<file path="config.mk">
export PLATFORM = sky130hd
export DESIGN_NAME = if_stage
export DESIGN_NICKNAME = d
export VERILOG_FILES = /design/src/rtl/if_stage_pkg.sv /design/src/rtl/if_stage_fetch_buffer.sv /design/src/rtl/if_stage.sv
export SDC_FILE = /design/constraint.sdc
export NUM_CORES = 1
export LEC_CHECK = 0
export CORE_MARGIN = 2
export CORE_UTILIZATION = 26
export DETAILED_ROUTE_END_ITERATION = 7
export SLEW_MARGIN = 25
export SYNTH_ARGS = -nofsm -noshare
export SYNTH_HDL_FRONTEND = slang
export SYNTH_SLANG_ARGS = --single-unit
</file>
<file path="constraint.sdc">
create_clock -name clk -period 7.9 [get_ports clk]
set_input_delay 0.79 -clock clk [delete_from_list [all_inputs] [get_ports clk]]
set_output_delay 0.79 -clock clk [all_outputs]
set_load 0.005 [all_outputs]
</file>
<file path="src/rtl/if_stage_pkg.sv">
// ----------------------------------------------------------------------------
// if_stage_pkg
//   Shared definitions for the instruction-fetch stage: data widths, the
//   reset PC and NOP defaults, the fetch FSM state encoding and a small
//   PC-alignment helper.
// ----------------------------------------------------------------------------
package if_stage_pkg;

   localparam int INSTR_W = 32;

   localparam logic [INSTR_W-1:0] DEFAULT_RESET_PC = 32'h0000_0000;
   localparam logic [INSTR_W-1:0] NOP_INSTR_C      = 32'h0000_0013; // addi x0,x0,0

   // Fetch FSM encoding. IDLE waits for buffer space, REQ holds imem_req until
   // gnt, WAIT waits for the single outstanding response.
   localparam logic [1:0] ST_IDLE = 2'd0;
   localparam logic [1:0] ST_REQ  = 2'd1;
   localparam logic [1:0] ST_WAIT = 2'd2;

   typedef enum logic [1:0] {
      S_IDLE = ST_IDLE,
      S_REQ  = ST_REQ,
      S_WAIT = ST_WAIT
   } fetch_state_e;

   // Force a byte address onto a word boundary.
   function automatic logic [INSTR_W-1:0] word_align(input logic [INSTR_W-1:0] addr);
      return {addr[INSTR_W-1:2], 2'b00};
   endfunction

endpackage

</file>
<file path="src/rtl/if_stage_fetch_buffer.sv">
// ----------------------------------------------------------------------------
// if_fetch_buffer
//   Single-entry holding register between fetch and decode.
//   Ports:
//     clk, rst            clock, asynchronous active-high reset
//     load                capture load_instr/load_pc and mark the entry valid
//     load_instr, load_pc data and PC written on load
//     drain               decode took the entry this cycle
//     flush               drop the entry (redirect); wins over load and drain
//     valid, instr,       current entry contents
//     instr_pc
// ----------------------------------------------------------------------------
module if_fetch_buffer
   import if_stage_pkg::*;
#(
   parameter logic [INSTR_W-1:0] RESET_PC  = DEFAULT_RESET_PC,
   parameter logic [INSTR_W-1:0] NOP_INSTR = NOP_INSTR_C
) (
   input  logic               clk,
   input  logic               rst,
   input  logic               load,
   input  logic [INSTR_W-1:0] load_instr,
   input  logic [INSTR_W-1:0] load_pc,
   input  logic               drain,
   input  logic               flush,
   output logic               valid,
   output logic [INSTR_W-1:0] instr,
   output logic [INSTR_W-1:0] instr_pc
);

   // Only the valid bit is cleared on flush/drain; data is left in place
   // because nothing downstream looks at it while valid is low.
   always_ff @(posedge clk or posedge rst) begin
      if (rst) begin
         valid    <= 1'b0;
         instr    <= NOP_INSTR;
         instr_pc <= RESET_PC;
      end else if (flush) begin
         valid    <= 1'b0;
      end else if (load) begin
         valid    <= 1'b1;
         instr    <= load_instr;
         instr_pc <= load_pc;
      end else if (drain) begin
         valid    <= 1'b0;
      end
   end

endmodule

</file>
<file path="src/rtl/if_stage.sv">
// ----------------------------------------------------------------------------
// if_stage
//   Instruction-fetch stage. Owns the PC, issues one outstanding fetch at a
//   time to instruction memory and parks the result in a one-entry buffer
//   until decode takes it. Redirects from execute replace the PC and squash
//   whatever is buffered or in flight.
//
//   Handshakes:
//     imem_req/imem_gnt : request is accepted on a cycle with both high;
//                         imem_addr is held stable meanwhile unless a
//                         redirect arrives.
//     imem_rvalid       : one response per accepted request, only honoured
//                         in WAIT.
//     instr_valid/id_ready : instruction transfers on a cycle with both high.
//
//   Ports:
//     clk, rst                       clock, asynchronous active-high reset
//     redirect_valid, redirect_pc    PC change request from execute
//     imem_req, imem_addr            fetch request and word address
//     imem_gnt, imem_rvalid,         memory accept, response valid and data
//     imem_rdata
//     instr_valid, instr, instr_pc   buffered instruction to decode
//     id_ready                       decode accepts the instruction
//     misalign                       one-cycle pulse on a misaligned redirect
// ----------------------------------------------------------------------------
module if_stage
   import if_stage_pkg::*;
#(
   parameter logic [INSTR_W-1:0] RESET_PC  = DEFAULT_RESET_PC,
   parameter logic [INSTR_W-1:0] NOP_INSTR = NOP_INSTR_C
) (
   input  logic               clk,
   input  logic               rst,
   input  logic               redirect_valid,
   input  logic [INSTR_W-1:0] redirect_pc,
   output logic               imem_req,
   output logic [INSTR_W-1:0] imem_addr,
   input  logic               imem_gnt,
   input  logic               imem_rvalid,
   input  logic [INSTR_W-1:0] imem_rdata,
   output logic               instr_valid,
   output logic [INSTR_W-1:0] instr,
   output logic [INSTR_W-1:0] instr_pc,
   input  logic               id_ready,
   output logic               misalign
);

   fetch_state_e       state_q, state_d;
   logic [INSTR_W-1:0] pc_q, pc_d;
   logic               kill_q, kill_d;
   logic               misalign_d;
   logic               buf_load;
   logic               transfer;
   logic               buf_free;

   assign transfer  = instr_valid & id_ready;
   assign buf_free  = ~instr_valid | transfer;

   assign imem_req  = (state_q == S_REQ);
   assign imem_addr = pc_q;

   always_comb begin
      state_d    = state_q;
      pc_d       = pc_q;
      kill_d     = kill_q;
      misalign_d = 1'b0;
      buf_load   = 1'b0;

      if (redirect_valid) begin
         pc_d       = word_align(redirect_pc);
         misalign_d = |redirect_pc[1:0];
         unique case (state_q)
            S_WAIT: begin
               if (imem_rvalid) begin
                  // Response lands this cycle: drop it and refetch. Any
                  // pending orphan has now returned, so kill is clear.
                  state_d = S_REQ;
                  kill_d  = 1'b0;
               end else begin
                  // The response is still out there for the old address.
                  kill_d  = 1'b1;
               end
            end
            S_REQ: begin
               if (imem_gnt) begin
                  // Memory took the old address; its response must be eaten.
                  state_d = S_WAIT;
                  kill_d  = 1'b1;
               end
            end
            default: state_d = S_REQ;
         endcase
      end else begin
         unique case (state_q)
            S_IDLE: begin
               if (buf_free) state_d = S_REQ;
            end
            S_REQ: begin
               if (imem_gnt) state_d = S_WAIT;
            end
            S_WAIT: begin
               if (imem_rvalid) begin
                  if (kill_q) begin
                     kill_d  = 1'b0;
                     state_d = S_REQ;
                  end else begin
                     // The buffer was free when REQ was entered, so this
                     // load never overwrites a pending instruction.
                     buf_load = 1'b1;
                     pc_d     = pc_q + 32'd4;
                     state_d  = S_IDLE;
                  end
               end
            end
            default: state_d = S_IDLE;
         endcase
      end
   end

   always_ff @(posedge clk or posedge rst) begin
      if (rst) begin
         state_q  <= S_IDLE;
         pc_q     <= RESET_PC;
         kill_q   <= 1'b0;
         misalign <= 1'b0;
      end else begin
         state_q  <= state_d;
         pc_q     <= pc_d;
         kill_q   <= kill_d;
         misalign <= misalign_d;
      end
   end

   if_fetch_buffer #(
      .RESET_PC  (RESET_PC),
      .NOP_INSTR (NOP_INSTR)
   ) u_fetch_buffer (
      .clk        (clk),
      .rst        (rst),
      .load       (buf_load),
      .load_instr (imem_rdata),
      .load_pc    (pc_q),
      .drain      (transfer),
      .flush      (redirect_valid),
      .valid      (instr_valid),
      .instr      (instr),
      .instr_pc   (instr_pc)
   );

endmodule

</file>
==> key figures <==
Run status
  – Status: finished clean

STA
  – Least-Margin Pin Slew: 0.870 ns
  – Setup TNS: 0 ns
  – RSZ-0062 raised after global routing: no
  – Clock skew: 0.00738 ns
  – Final WS setup: about 5.1 ns
  – FMAX: around 350 MHz
  – Fin crit share: between 30% and 40%
  – Slew headroom: 42.0%
  – Fin crit period: roughly 2.8 ns
  – Final Setup Violations: 0
  – Fin. Hold Viols: 0
  – Slew Limit Fails: 0

Routing
  – # DRC: 0
  – Final wirelength: 12.7 mm
  – DRT Pass-1 Iters: 4
  – DR iter-0 viols: around 140
  – ANT nets after route: 0
  – Vias per cell: between 4 and 5
  – Routed wire per std cell: between 15 and 20 um
  – DR vias: 3,707

Pwr
  – Power Total: 0.00186 W
  – Leak Pwr: approximately 2.7 nW
  – Power Density: 278 mW/mm2
  – VDD IR-drop max: 122 uV

Floorplanning
  – Total I/O pin count: between 150 and 200
  – Die area: between 0.015 and 0.02 mm2
  – Die height: about 140 um
  – Initial Util: 26.4%
  – Row count: 48
  – Core Area: 0.0171 mm2
  – Die X: between 100 and 150 um

Setup path
  – R2R depth: 6
  – CP Capture Type: register
  – FF-to-FF Start: state_q[0]
  – R2r endpoint: u_fetch_buffer.instr[7]
  – Crit Path Class: primary input to register
  – Reg2reg setup slack: approximately 5.3 ns
  – Crit Path Max Fanout: 48
  – Required time worst endpoint: between 8 and 9 ns
  – CP Launch Type: primary input
  – Arrival @ worst endpoint: 3.07 ns

CTS
  – Post-CTS Setup Repair Bufs: 0
  – CTS Hold Bufs: 0
  – Num CTS Buffers: 9
  – Skew-Pair Late Insertion Delay: roughly 0.35 ns
  – TritonCTS clock tree: done
  – Post-CTS sizing: 0
  – Clock slew at reported path FFs: approximately 0.07 ns
  – CTS max path bufs: 2
  – CTS sink cnt: 97
  – Number of H-tree levels: 3
  – CTS Root Cell: clkbuf_16

Synth
  – Netlist cell types: 44
  – Top cells by area, synth: dfrtp_1, mux2_2, o31ai_1, nand2_1, a31oi_1
  – Synth async-reset ratio: 100%
  – Mapped Cells: 395
  – Seq/Total Area, Yosys: 53.9%
  – Synth Flop Type: dfrtp_1
  – Synth top area share: 52.1%
  – Yosys warnings: 0
  – Post-Synthesis Mean Instance Area: 11.4 um2
  – Synth Register Bits: 97
  – Area leader, netlist: dfrtp_1
  – Cell Area, Synth: between 0.004 and 0.005 mm2
  – Post-synth EDFFs: 0

Placed design
  – Post-Place Setup Slack: ~4.6 ns
  – GPL Wtd Cong: 0.776
  – Final HPWL DP: 9.25 mm
  – I/O Buffers: 164

Final layout
  – Layout cells sized above 1: 15.9%
  – NumNets Final: about 630
  – N_diodes: 0
  – Fillcell total: between 1.5k and 2k
  – Synth-to-layout area growth: 48.0%

Flow run
  – Max Cap Viol: 0

Global route
  – First-pass GRT wire length: about 20 mm
  – Largest net degree at the start of global routing: 63
  – GRT overflow: 0
  – Initial antenna violation count: 0
  – GR Util All Layers: 14.1%
  – Number of global-route vias before repair: approximately 3.8k

Min path
  – WHS Endpoint: u_fetch_buffer.instr_pc[24]
  – Min-Delay Path Class: register to register
  – Min-delay src: u_fetch_buffer.instr_pc[24]
  – WHS Path Cells: 1
-- kinds of logic (layout without fill, tap and decap cells) --
family	count (synthesis)	after routing	synth area share [%]
xor gates and xnor gates	9	9	1.75
other	1	4	0.0831
AOI/OAI and AO/OA	65	65	9.02
DFF	97	97	53.9
muxes	63	63	15.7
adders and majority gates	5	5	1.39
buffers and inverters	36	193	3.41
and+or+nand+nor	119	119	14.8
-- critical path, stage by stage --
cell and delay, ns:
clkdlybuf4s50_1 0.54, nand3b_1 0.23, nor2_4 0.42, buf_4 0.60, mux2_2 0.41
-- where the power goes --
group,total (W),internal (W),switching (W)
clock network,0.000467,0.000277,0.000190
logic,0.000625,0.000430,0.000195
registers,0.000766,0.000659,0.000107
-- cell type report --
class / instances / area (um2) / share of cell area, %
inverter: 10 / 40.0 / 0.600
sequential: 97 / 2430 / 36.4
multi-input combinational: 265 / 1940 / 29.1
clock buffer: 11 / 233 / 3.49
timing repair buffer: 167 / 1660 / 24.9
clock inverter: 5 / 80.1 / 1.20
tap: 225 / 282 / 4.22
-- worst max path at each step --
stage	start	to	depth (start not counted)
2_1_floorplan	rst	imem_addr[10]	1
3_3_place_gp	imem_rvalid	u_fetch_buffer.instr[3]	5
3_5_place_dp	imem_rvalid	u_fetch_buffer.instr[7]	5
4_1_cts	imem_rvalid	u_fetch_buffer.instr[7]	5
5_1_grt	imem_rvalid	u_fetch_buffer.instr[22]	5
6_report	imem_rvalid	u_fetch_buffer.instr[7]	5
-- cell usage after synthesis, types with 2 or more instances --
cell and count:
nand3b_1 2, nand4_1 14, mux2_2 62, and3_1 3
buf_2 2, or3_1 5, xnor2_1 3, nor2b_1 5
or4_1 10, nand4_2 2, a22oi_1 3, nand2_1 24
inv_1 10, xor2_1 6, nand2b_1 2, nand3_1 13
and2_1 2, clkbuf_1 18, a31oi_1 14, dfstp_2 3
o21ai_0 17, buf_4 4, nor3_1 4, o21a_1 3
and4_1 5, ha_1 5, nor2_1 21, o31ai_1 14
a21oi_1 10, nor4_1 2, dfrtp_1 94
-- cells in the final DEF, fill, tap and decap left out, types with 2 or more instances in the layout --
| cell type | n |
|---|---|
| nor2b_1 | 5 |
| nand3b_1 | 2 |
| mux2_2 | 62 |
| and4_1 | 5 |
| xor2_1 | 6 |
| nor3_1 | 4 |
| nand4_2 | 2 |
| nand4_1 | 14 |
| and3_1 | 3 |
| inv_1 | 9 |
| a31oi_1 | 14 |
| or4_1 | 10 |
| nor4_1 | 2 |
| conb_1 | 4 |
| buf_4 | 3 |
| xnor2_1 | 3 |
| o21ai_0 | 17 |
| a22oi_1 | 3 |
| or3_1 | 5 |
| ha_1 | 5 |
| clkinvlp_4 | 2 |
| nand2b_1 | 2 |
| nor2_1 | 20 |
| bufinv_16 | 2 |
| clkdlybuf4s50_1 | 164 |
| o31ai_1 | 14 |
| nand3_1 | 13 |
| o21a_1 | 3 |
| clkbuf_1 | 2 |
| nand2_1 | 24 |
| dfrtp_1 | 94 |
| clkbuf_16 | 9 |
| dfstp_2 | 3 |
| a21oi_1 | 10 |
| and2_1 | 2 |
-- sequential cells by signal, summed over array words and instances, names as in the netlist --
signal / count
u_fetch_buffer.instr: 32
imem_addr: 30
u_fetch_buffer.instr_pc: 30
state_q: 2
kill_q: 1
misalign: 1
u_fetch_buffer.valid: 1
-- metal layers --
metal  share of wire (%)  track usage, %
met5                   0               0
met4                 1.8            5.90
met3                 6.0            3.52
met2                  49            22.9
met1                  43            17.9
-- through the flow --
stage	hold WS [ns]	instances	instance area, um2	utilization [%]
after global placement	0.489	764	6360	37.2
final	0.506	780	6670	39.0
after CTS	0.510	780	6670	39.0
after floorplan	0.505	398	4520	-
after global routing	0.525	780	6670	39.0
after detailed placement	0.494	764	6360	37.2
No activity file was read; power rests on OpenSTA's default activity.
